## config.mk

```make
export PLATFORM = sky130hd
export DESIGN_NAME = pc_sequencer
export DESIGN_NICKNAME = d
export VERILOG_FILES = /design/src/rtl/pc_sequencer.sv
export SDC_FILE = /design/constraint.sdc
export NUM_CORES = 1
export LEC_CHECK = 0
export BUFFER_PORTS_ARGS = -buffer_cell sky130_fd_sc_hd__clkbuf_2
export CELL_PAD_IN_SITES_DETAIL_PLACEMENT = 1
export CELL_PAD_IN_SITES_GLOBAL_PLACEMENT = 2
export CORE_ASPECT_RATIO = 1.1
export CORE_MARGIN = 2
export CORE_UTILIZATION = 31
export CTS_CLUSTER_DIAMETER = 120
export CTS_CLUSTER_SIZE = 20
export DETAILED_ROUTE_END_ITERATION = 10
export GPL_ROUTABILITY_DRIVEN = 0
export PLACE_DENSITY = 0.82
export SYNTH_ARGS = -nofsm -noshare
export SYNTH_HDL_FRONTEND = slang
export SYNTH_SLANG_ARGS = --single-unit
```

## constraint.sdc

```tcl
create_clock -name iClk -period 6.1 [get_ports iClk]
set_clock_uncertainty 0.05 [all_clocks]
set_input_delay 0 -clock iClk [delete_from_list [all_inputs] [get_ports iClk]]
set_output_delay 0 -clock iClk [all_outputs]
set_load 0.02 [all_outputs]
```

## src/rtl/pc_sequencer.sv

```systemverilog
// pc_sequencer -- program-counter sequencer with branch/jump redirect,
// single-level interrupt entry/return and a halt state.
//
// Ports:
//   iClk, iRst_n      clock (rising edge), asynchronous active-low reset
//   iStall            hold the PC; branch/jump still redirect
//   iBranchTaken/iBranchTarget, iJump/iJumpTarget   redirect requests
//   iIrq              level interrupt request, held until oIrqAck
//   iIret             return from interrupt (honoured in ISR only)
//   iHalt/iResume     enter / leave HALTED
//   oPC               current fetch address
//   oEPC              saved return address (written on interrupt entry only)
//   oFetchValid       oPC is a valid fetch this cycle
//   oIrqAck           one-cycle pulse, high in the cycle oPC first shows IRQ_VEC
//   oHalted           high while in HALTED
module pc_sequencer #(
    parameter logic [31:0] RESET_VEC = 32'h0000_0000,
    parameter logic [31:0] IRQ_VEC   = 32'h0000_0100
) (
    input  logic        iClk,
    input  logic        iRst_n,
    input  logic        iStall,
    input  logic        iBranchTaken,
    input  logic [31:0] iBranchTarget,
    input  logic        iJump,
    input  logic [31:0] iJumpTarget,
    input  logic        iIrq,
    input  logic        iIret,
    input  logic        iHalt,
    input  logic        iResume,
    output logic [31:0] oPC,
    output logic [31:0] oEPC,
    output logic        oFetchValid,
    output logic        oIrqAck,
    output logic        oHalted
);

    typedef enum logic [1:0] {
        RUN    = 2'd0,
        ISR    = 2'd1,
        HALTED = 2'd2
    } state_e;

    localparam logic [31:0] ALIGN_MASK = 32'hFFFF_FFFC;

    state_e      state_q, state_d;
    logic [31:0] pc_q, pc_d;
    logic [31:0] epc_q, epc_d;
    logic        halt_from_isr_q, halt_from_isr_d;
    logic        irq_ack_q, irq_ack_d;
    logic [31:0] pc_plus4;

    // Wraps naturally at 2^32.
    assign pc_plus4 = pc_q + 32'd4;

    always_comb begin
        state_d         = state_q;
        pc_d            = pc_q;
        epc_d           = epc_q;
        halt_from_isr_d = halt_from_isr_q;
        irq_ack_d       = 1'b0;

        if (state_q == HALTED) begin
            // Interrupt wake beats resume, but only when the halt came from RUN
            // (an ISR that halted must not be re-entered).
            if (iIrq && !halt_from_isr_q) begin
                epc_d     = pc_plus4 & ALIGN_MASK;
                pc_d      = IRQ_VEC;
                irq_ack_d = 1'b1;
                state_d   = ISR;
            end else if (iResume) begin
                pc_d    = pc_plus4;
                state_d = halt_from_isr_q ? ISR : RUN;
            end
        end else begin
            // Redirects override stall; everything else waits for !iStall.
            if (iBranchTaken) begin
                pc_d = iBranchTarget & ALIGN_MASK;
            end else if (iJump) begin
                pc_d = iJumpTarget & ALIGN_MASK;
            end else if (!iStall && state_q == RUN && iIrq) begin
                epc_d     = pc_plus4 & ALIGN_MASK;
                pc_d      = IRQ_VEC;
                irq_ack_d = 1'b1;
                state_d   = ISR;
            end else if (!iStall && state_q == ISR && iIret) begin
                pc_d    = epc_q;
                state_d = RUN;
            end else if (!iStall && iHalt) begin
                halt_from_isr_d = (state_q == ISR);
                state_d         = HALTED;
            end else if (!iStall) begin
                pc_d = pc_plus4;
            end
        end
    end

    always_ff @(posedge iClk or negedge iRst_n) begin
        if (!iRst_n) begin
            state_q         <= RUN;
            pc_q            <= RESET_VEC;
            epc_q           <= 32'h0;
            halt_from_isr_q <= 1'b0;
            irq_ack_q       <= 1'b0;
        end else begin
            state_q         <= state_d;
            pc_q            <= pc_d;
            epc_q           <= epc_d;
            halt_from_isr_q <= halt_from_isr_d;
            irq_ack_q       <= irq_ack_d;
        end
    end

    assign oPC         = pc_q;
    assign oEPC        = epc_q;
    assign oIrqAck     = irq_ack_q;
    assign oHalted     = (state_q == HALTED);
    assign oFetchValid = (state_q != HALTED) && !iStall;

endmodule

```

# Word-level counts from Yosys, hierarchy flattened
# Index checks and enable logic that the tools add are counted.
# word_totals
wordCells	64
n_memories	0
mem_bits_rw	0
romBits	0
ff_bits	68
latch_bits	0
# op_classes
mul	0
eq_ne	9
bitwise_logic	5
div	0
n_lt_le_gt_ge	0
mux	28
n_addsub	1
n_reduce_logical	16
shift	0
# ops
op	n
$mux 32	14
$add 32x3->32 const B	1
$mux 2	8
$reduce_and 4->1	2
$logic_and 1x1->1	7
$mux 1	6
$ne 2x1->1 const B	3
$ne 6x1->1 const B	1
$ne 6x6->1 const B	1
$reduce_and 6->1	1
$not 1->1	5
$reduce_bool 4->1	1
$ne 3x2->1 const B	1
$reduce_and 3->1	1
$eq 2x1->1 const B	1
$eq 2x2->1 const B	1
$logic_not 1->1	2
$logic_not 2->1	1
$ne 2x2->1 const B	1
$reduce_bool 2->1	1

# Logic depth before layout (Yosys ltp)
# logic_depth
word_depth	8
mapped_depth	10

# Worst setup path before layout
# Ideal clock, no wire load.
# synth_timing
kind	flip-flop to flip-flop
startpoint	register pc_q[2], in the netlist oPC[2]
endpoint	register pc_q[12], in the netlist oPC[12]
slack_ns	3.929
setup_ns	0.126
t_arrival_ns	1.995
stages_incl_launch_ff	8
n_path_buf	0
path_cell_list	dfrtp_1 -> ha_1 -> and2_0 -> and3_1 -> nand3_1 -> xor2_1 -> o21ai_0 -> a221o_1
# synth_via
elab_chain_len	8
elab_cells_between_ends	10
cone_classes	add/sub: 1; mux: 9
# synth_rtl
element	line	rtl
start: declaration	47	logic [31:0] pc_q, pc_d;
start signal: assignment	107	pc_q <= pc_d;
$add 32x3->32 (*)	54	assign pc_plus4 = pc_q + 32'd4;
$mux 32	92	end else if (!iStall) begin
$mux 32	89	end else if (!iStall && iHalt) begin
$mux 32	86	end else if (!iStall && state_q == ISR && iIret) begin
$mux 32	81	end else if (!iStall && state_q == RUN && iIrq) begin
$mux 32	79	end else if (iJump) begin
$mux 32	77	if (iBranchTaken) begin
$mux 32 (*)	63	if (state_q == HALTED) begin
# Mark *: on every way between the ends. The rest lies on a longest branch, timed or not. The select of a mux whose other input is x is not followed.
# A chain may end at the register's enable or synchronous reset.

# Worst setup path after layout
# layout_timing
startpoint	register state_q[0]
endpoint	register pc_q[7], in the netlist oPC[7]
# layout_via
elab_chain_len	8
elab_cells_between_ends	16
cone_classes	eq/ne: 5; mux: 5; reduce/logical: 6
# layout_rtl
element	line	rtl
start: declaration	46	state_e state_q, state_d;
start signal: assignment	106	state_q <= state_d;
$eq 2x1->1	86	
$logic_and 1x1->1 (2 in a row)	86	
$mux 32	86	
$mux 32	81	
$mux 32	79	
$mux 32	77	
$mux 32	63	
# Parallel ways exist; a longest one is shown, timed or not.

==> reports/summary.log <==
INFO  timing         setup_viol_count_final=0
INFO  grt            antenna_found_initial=0
INFO  drt            dr.max_layer_used=met4
INFO  finish         areaGrowthSynthToFinish=26.35%
INFO  timing         period_share=0.6881
INFO  placement      io_buffers=131
INFO  finish         antennaDiodeCount=0
INFO  placement      placed_instance_area=5346um^2
INFO  synthesis      syn-cell-area=4643um^2
INFO  grt            maximum_number_of_pins_on_one_net_before_global_route_repair=65
INFO  synthesis      ys_dominant_reg_cell=sky130_fd_sc_hd__dfrtp_1
INFO  status         outcome=finished, final reports clean
INFO  synthesis      synthDistinctLibCells=65
INFO  finish         nNetsFinal=784
INFO  power_and_ir_drop seq_power_share=0.320
INFO  floorplanning  initial_utilization=0.3189
INFO  synthesis      yosysWarningCount=0
INFO  clocking       post_cts.resized_instances=0
INFO  drt            route.met3.wl=824um
INFO  floorplanning  fp.coreArea=14,560um^2
INFO  synthesis      synth_most_common_cell=sky130_fd_sc_hd__nand2_1
INFO  setup_path     timing.critical_path.from_type=flop
INFO  synthesis      synthesis.instances=591
INFO  timing         maxClockFrequency=0.2382GHz
INFO  setup_path     critical_path_buf_inv_count=1
INFO  floorplanning  ioPinCount=140
INFO  clocking       tritoncts_num_sinks=64
INFO  placement      dpl.hpwl=13,180um
INFO  setup_path     cp.arrival=4.38ns
INFO  synthesis      async_reset_ff_frac=1.000
INFO  synthesis      synth_top_area_frac=0.3449
INFO  timing         timing_worst_slew_pin_value=1.052ns
INFO  drt            route.vias.total=5,240
INFO  power_and_ir_drop sw_frac_of_total=0.4962
INFO  synthesis      postSynthRegisterBits=64
INFO  drt            number_of_drc_violations_after_detailed_routing_iteration_0=284
INFO  power_and_ir_drop power.internal=1492uW
INFO  power_and_ir_drop switchingPower=1470uW
INFO  setup_path     setup.worst_path.end_class=flop
INFO  timing         worst_slack=1.903ns
INFO  power_and_ir_drop vdd_ir_drop_max=0.1741mV
INFO  floorplanning  design.die.area=15,970um^2
INFO  clocking       postCtsHoldBufs=22
INFO  timing         timing.slew.headroom=0.2963
INFO  timing         timing.final.max_slew_violations=0
INFO  synthesis      ys_top_cells_by_area=sky130_fd_sc_hd__dfrtp_1 34%, sky130_fd_sc_hd__o21ai_0 7.5%, sky130_fd_sc_hd__nand2_1 6.2%
INFO  power_and_ir_drop leakage=0.002652uW
INFO  power_and_ir_drop p_comb_frac=0.497
INFO  setup_path     critical_path.max_stage_delay=0.86ns
INFO  clocking       cts.htree.levels=3
INFO  timing         hold-worst-slack=0.01654ns
INFO  clocking       ctsRootBufferMaster=sky130_fd_sc_hd__clkbuf_16
INFO  setup_path     cp_startpoint=state_q[0]$_DFFE_PN0P_
INFO  drt            route.layer.met1.wl=8536um
INFO  timing         final.setup.tns=0ns
INFO  clocking       clk_buf_depth=2
INFO  grt            overflow=0
INFO  finish         design_area=5867um^2
INFO  drt            detailroute.wirelength.met2=9927um
INFO  power_and_ir_drop power_frac_clock=0.183
INFO  worst_hold_path hold_path.startpoint=iJumpTarget[27]
INFO  power_and_ir_drop power_per_cell_area=504.9nW/um^2
INFO  synthesis      synth-edff-count=0
INFO  grt            grt_first_pass_wirelength=31,150um
INFO  setup_path     cpLargestDelayFamily=compound AO/OA/AOI/OAI gates
INFO  finish         num-fill-cells=1,791
INFO  placement      dp_worst_setup_slack=2.219ns
INFO  clocking       cts.repair_timing.setup_buffer_count=0
INFO  timing         period_needed=4.197ns
INFO  finish         final-seq-area=1602um^2
INFO  setup_path     path_common_cell=sky130_fd_sc_hd__o21ai_0
INFO  grt            first_global_vias=5,508
INFO  setup_path     critical_path.slowest_cell=sky130_fd_sc_hd__o22a_1
INFO  drt            detail_route.vias_per_cell=5.777
INFO  setup_path     cp.required=6.28ns
INFO  drt            postRouteWirelength=19,760um
INFO  setup_path     crit_chain=nand2b_1 -> a21o_1 -> o22a_1 -> o21ai_0 -> a22oi_1 -> o21ai_0 -> dlygate4sd3_1
INFO  synthesis      synth.top_cells.by_count=77 x sky130_fd_sc_hd__nand2_1, 70 x sky130_fd_sc_hd__o21ai_0, 64 x sky130_fd_sc_hd__dfrtp_1
INFO  worst_hold_path min-delay-path-class=input pin to flop
INFO  drt            antenna_left=0
INFO  drt            routedWlPerCell=21.79um
INFO  drt            detail_route.drc_violations=0
INFO  synthesis      yosysSeqAreaShare=0.3449
INFO  floorplanning  rows=46
INFO  clocking       cts.reportedPaths.clkPinSlew=0.06ns
INFO  setup_path     criticalPathCategory=flop to flop
INFO  finish         multiInputGateArea=2725um^2
INFO  timing         timing_hold_violations_final=0
INFO  floorplanning  fp.dieH=132.4um
INFO  timing         rsz0062_at_grt=false
INFO  clocking       clock_tree_from_tritoncts=done
INFO  setup_path     worst-path-max-fanout=26
INFO  floorplanning  die-width=120.7um
INFO  synthesis      avgSynthCellArea=7.857um^2
INFO  finish         final_layout_size_suffix_gt1_frac=0.2350
INFO  grt            groute.usage.overall=0.2532
INFO  clocking       cts-buffers-inserted=9
INFO  drt            drt-pass1-iter-count=4
INFO  setup_path     crit_reg_reg_startpoint=state_q[0]$_DFFE_PN0P_
INFO  clocking       insertion_delay=0.35ns
INFO  job            maxCapViolations=0
INFO  synthesis      synth_top_area_cell=sky130_fd_sc_hd__dfrtp_1
[area by class of cell]
class	instances	area share
tap	192	0.04095
inverter	15	0.009597
sequential	64	0.2730
clock buffer	13	0.04436
timing repair buffer	162	0.1608
multi-input combinational	458	0.4645
clock inverter	3	0.006824
[power groups by stage]
stage | logic [uW] | registers [uW] | clock network, uW
2_1_floorplan | 807 | 1040 | 0
3_3_place_gp | 1380 | 934 | 0
3_5_place_dp | 1430 | 951 | 0
4_1_cts | 1480 | 944 | 550
5_1_grt | 1610 | 989 | 560
6_report | 1470 | 949 | 541
[cells in the final DEF, fill, tap and decap left out, types with 5 or more instances in the layout]
master and count:
sky130_fd_sc_hd__dlygate4sd3_1 22, sky130_fd_sc_hd__nor4_1 5, sky130_fd_sc_hd__xnor2_1 17, sky130_fd_sc_hd__a211oi_1 8
sky130_fd_sc_hd__buf_4 9, sky130_fd_sc_hd__o211a_1 7, sky130_fd_sc_hd__nor2_1 40, sky130_fd_sc_hd__a221oi_1 9
sky130_fd_sc_hd__nand4_1 12, sky130_fd_sc_hd__clkbuf_2 130, sky130_fd_sc_hd__o21ai_1 7, sky130_fd_sc_hd__o22ai_1 13
sky130_fd_sc_hd__inv_1 13, sky130_fd_sc_hd__a31oi_1 5, sky130_fd_sc_hd__nand2_1 77, sky130_fd_sc_hd__and4_1 5
sky130_fd_sc_hd__xor2_1 9, sky130_fd_sc_hd__nor3_1 13, sky130_fd_sc_hd__nand3_1 18, sky130_fd_sc_hd__a21oi_1 45
sky130_fd_sc_hd__o21ai_0 70, sky130_fd_sc_hd__and3_1 8, sky130_fd_sc_hd__clkbuf_16 9, sky130_fd_sc_hd__o211ai_1 19
sky130_fd_sc_hd__dfrtp_1 64
[per-stage QoR]
step	instances	power, uW	util
floorplan	594	1850	-
global placement	869	2318	0.3672
detailed placement	869	2384	0.3672
CTS	907	2973	0.4029
global route	907	3160	0.4029
finish	907	2962	0.4029
[logic make-up (layout without fill, tap and decap cells)]
logic type               Yosys count  in the layout  synth area share
AO/OA/AOI/OAI                    218            218            0.2951
XOR/XNOR                          26             26           0.04904
adder cells (fa/ha/maj)            1              1          0.002694
buffers and inverters             72            193           0.07195
flip-flops                        64             64            0.3449
multiplexers                       6              6           0.01347
other                              1              4         0.0008076
AND/OR/NAND/NOR                  203            203            0.2220
[worst paths after layout]
check,end,depth (start not counted),slack [ns]
setup / recovery,oPC[7]$_DFFE_PN0P_,7,1.90
hold / removal,oPC[27]$_DFFE_PN0P_,4,0.02
setup reg to reg,oPC[7]$_DFFE_PN0P_,7,1.90
hold reg to reg,oEPC[20]$_DFFE_PN0P_,2,0.45
max in group asynchronous,oPC[19]$_DFFE_PN0P_,3,5.02
min in group asynchronous,oEPC[14]$_DFFE_PN0P_,3,0.34
[flip-flops by register name, summed over array words and instances (netlist names)]
| signal | flops |
|---|---|
| halt_from_isr_q | 1 |
| oEPC | 30 |
| oIrqAck | 1 |
| oPC | 30 |
| state_q | 2 |
[per-layer routing]
layer / vias to the layer above / track usage
li1: 2402 / -
met1: 2648 / 0.3215
met2: 160 / 0.4353
met3: 30 / 0.02984
met4: 0 / 0.1008
met5: - / 0
[worst min-delay path: stages]
cell and delay (ns):
sky130_fd_sc_hd__clkbuf_2 0.08, sky130_fd_sc_hd__nand2_1 0.08, sky130_fd_sc_hd__nand3_1 0.09, sky130_fd_sc_hd__a22o_1 0.12
(Power assumes the default switching activity.)
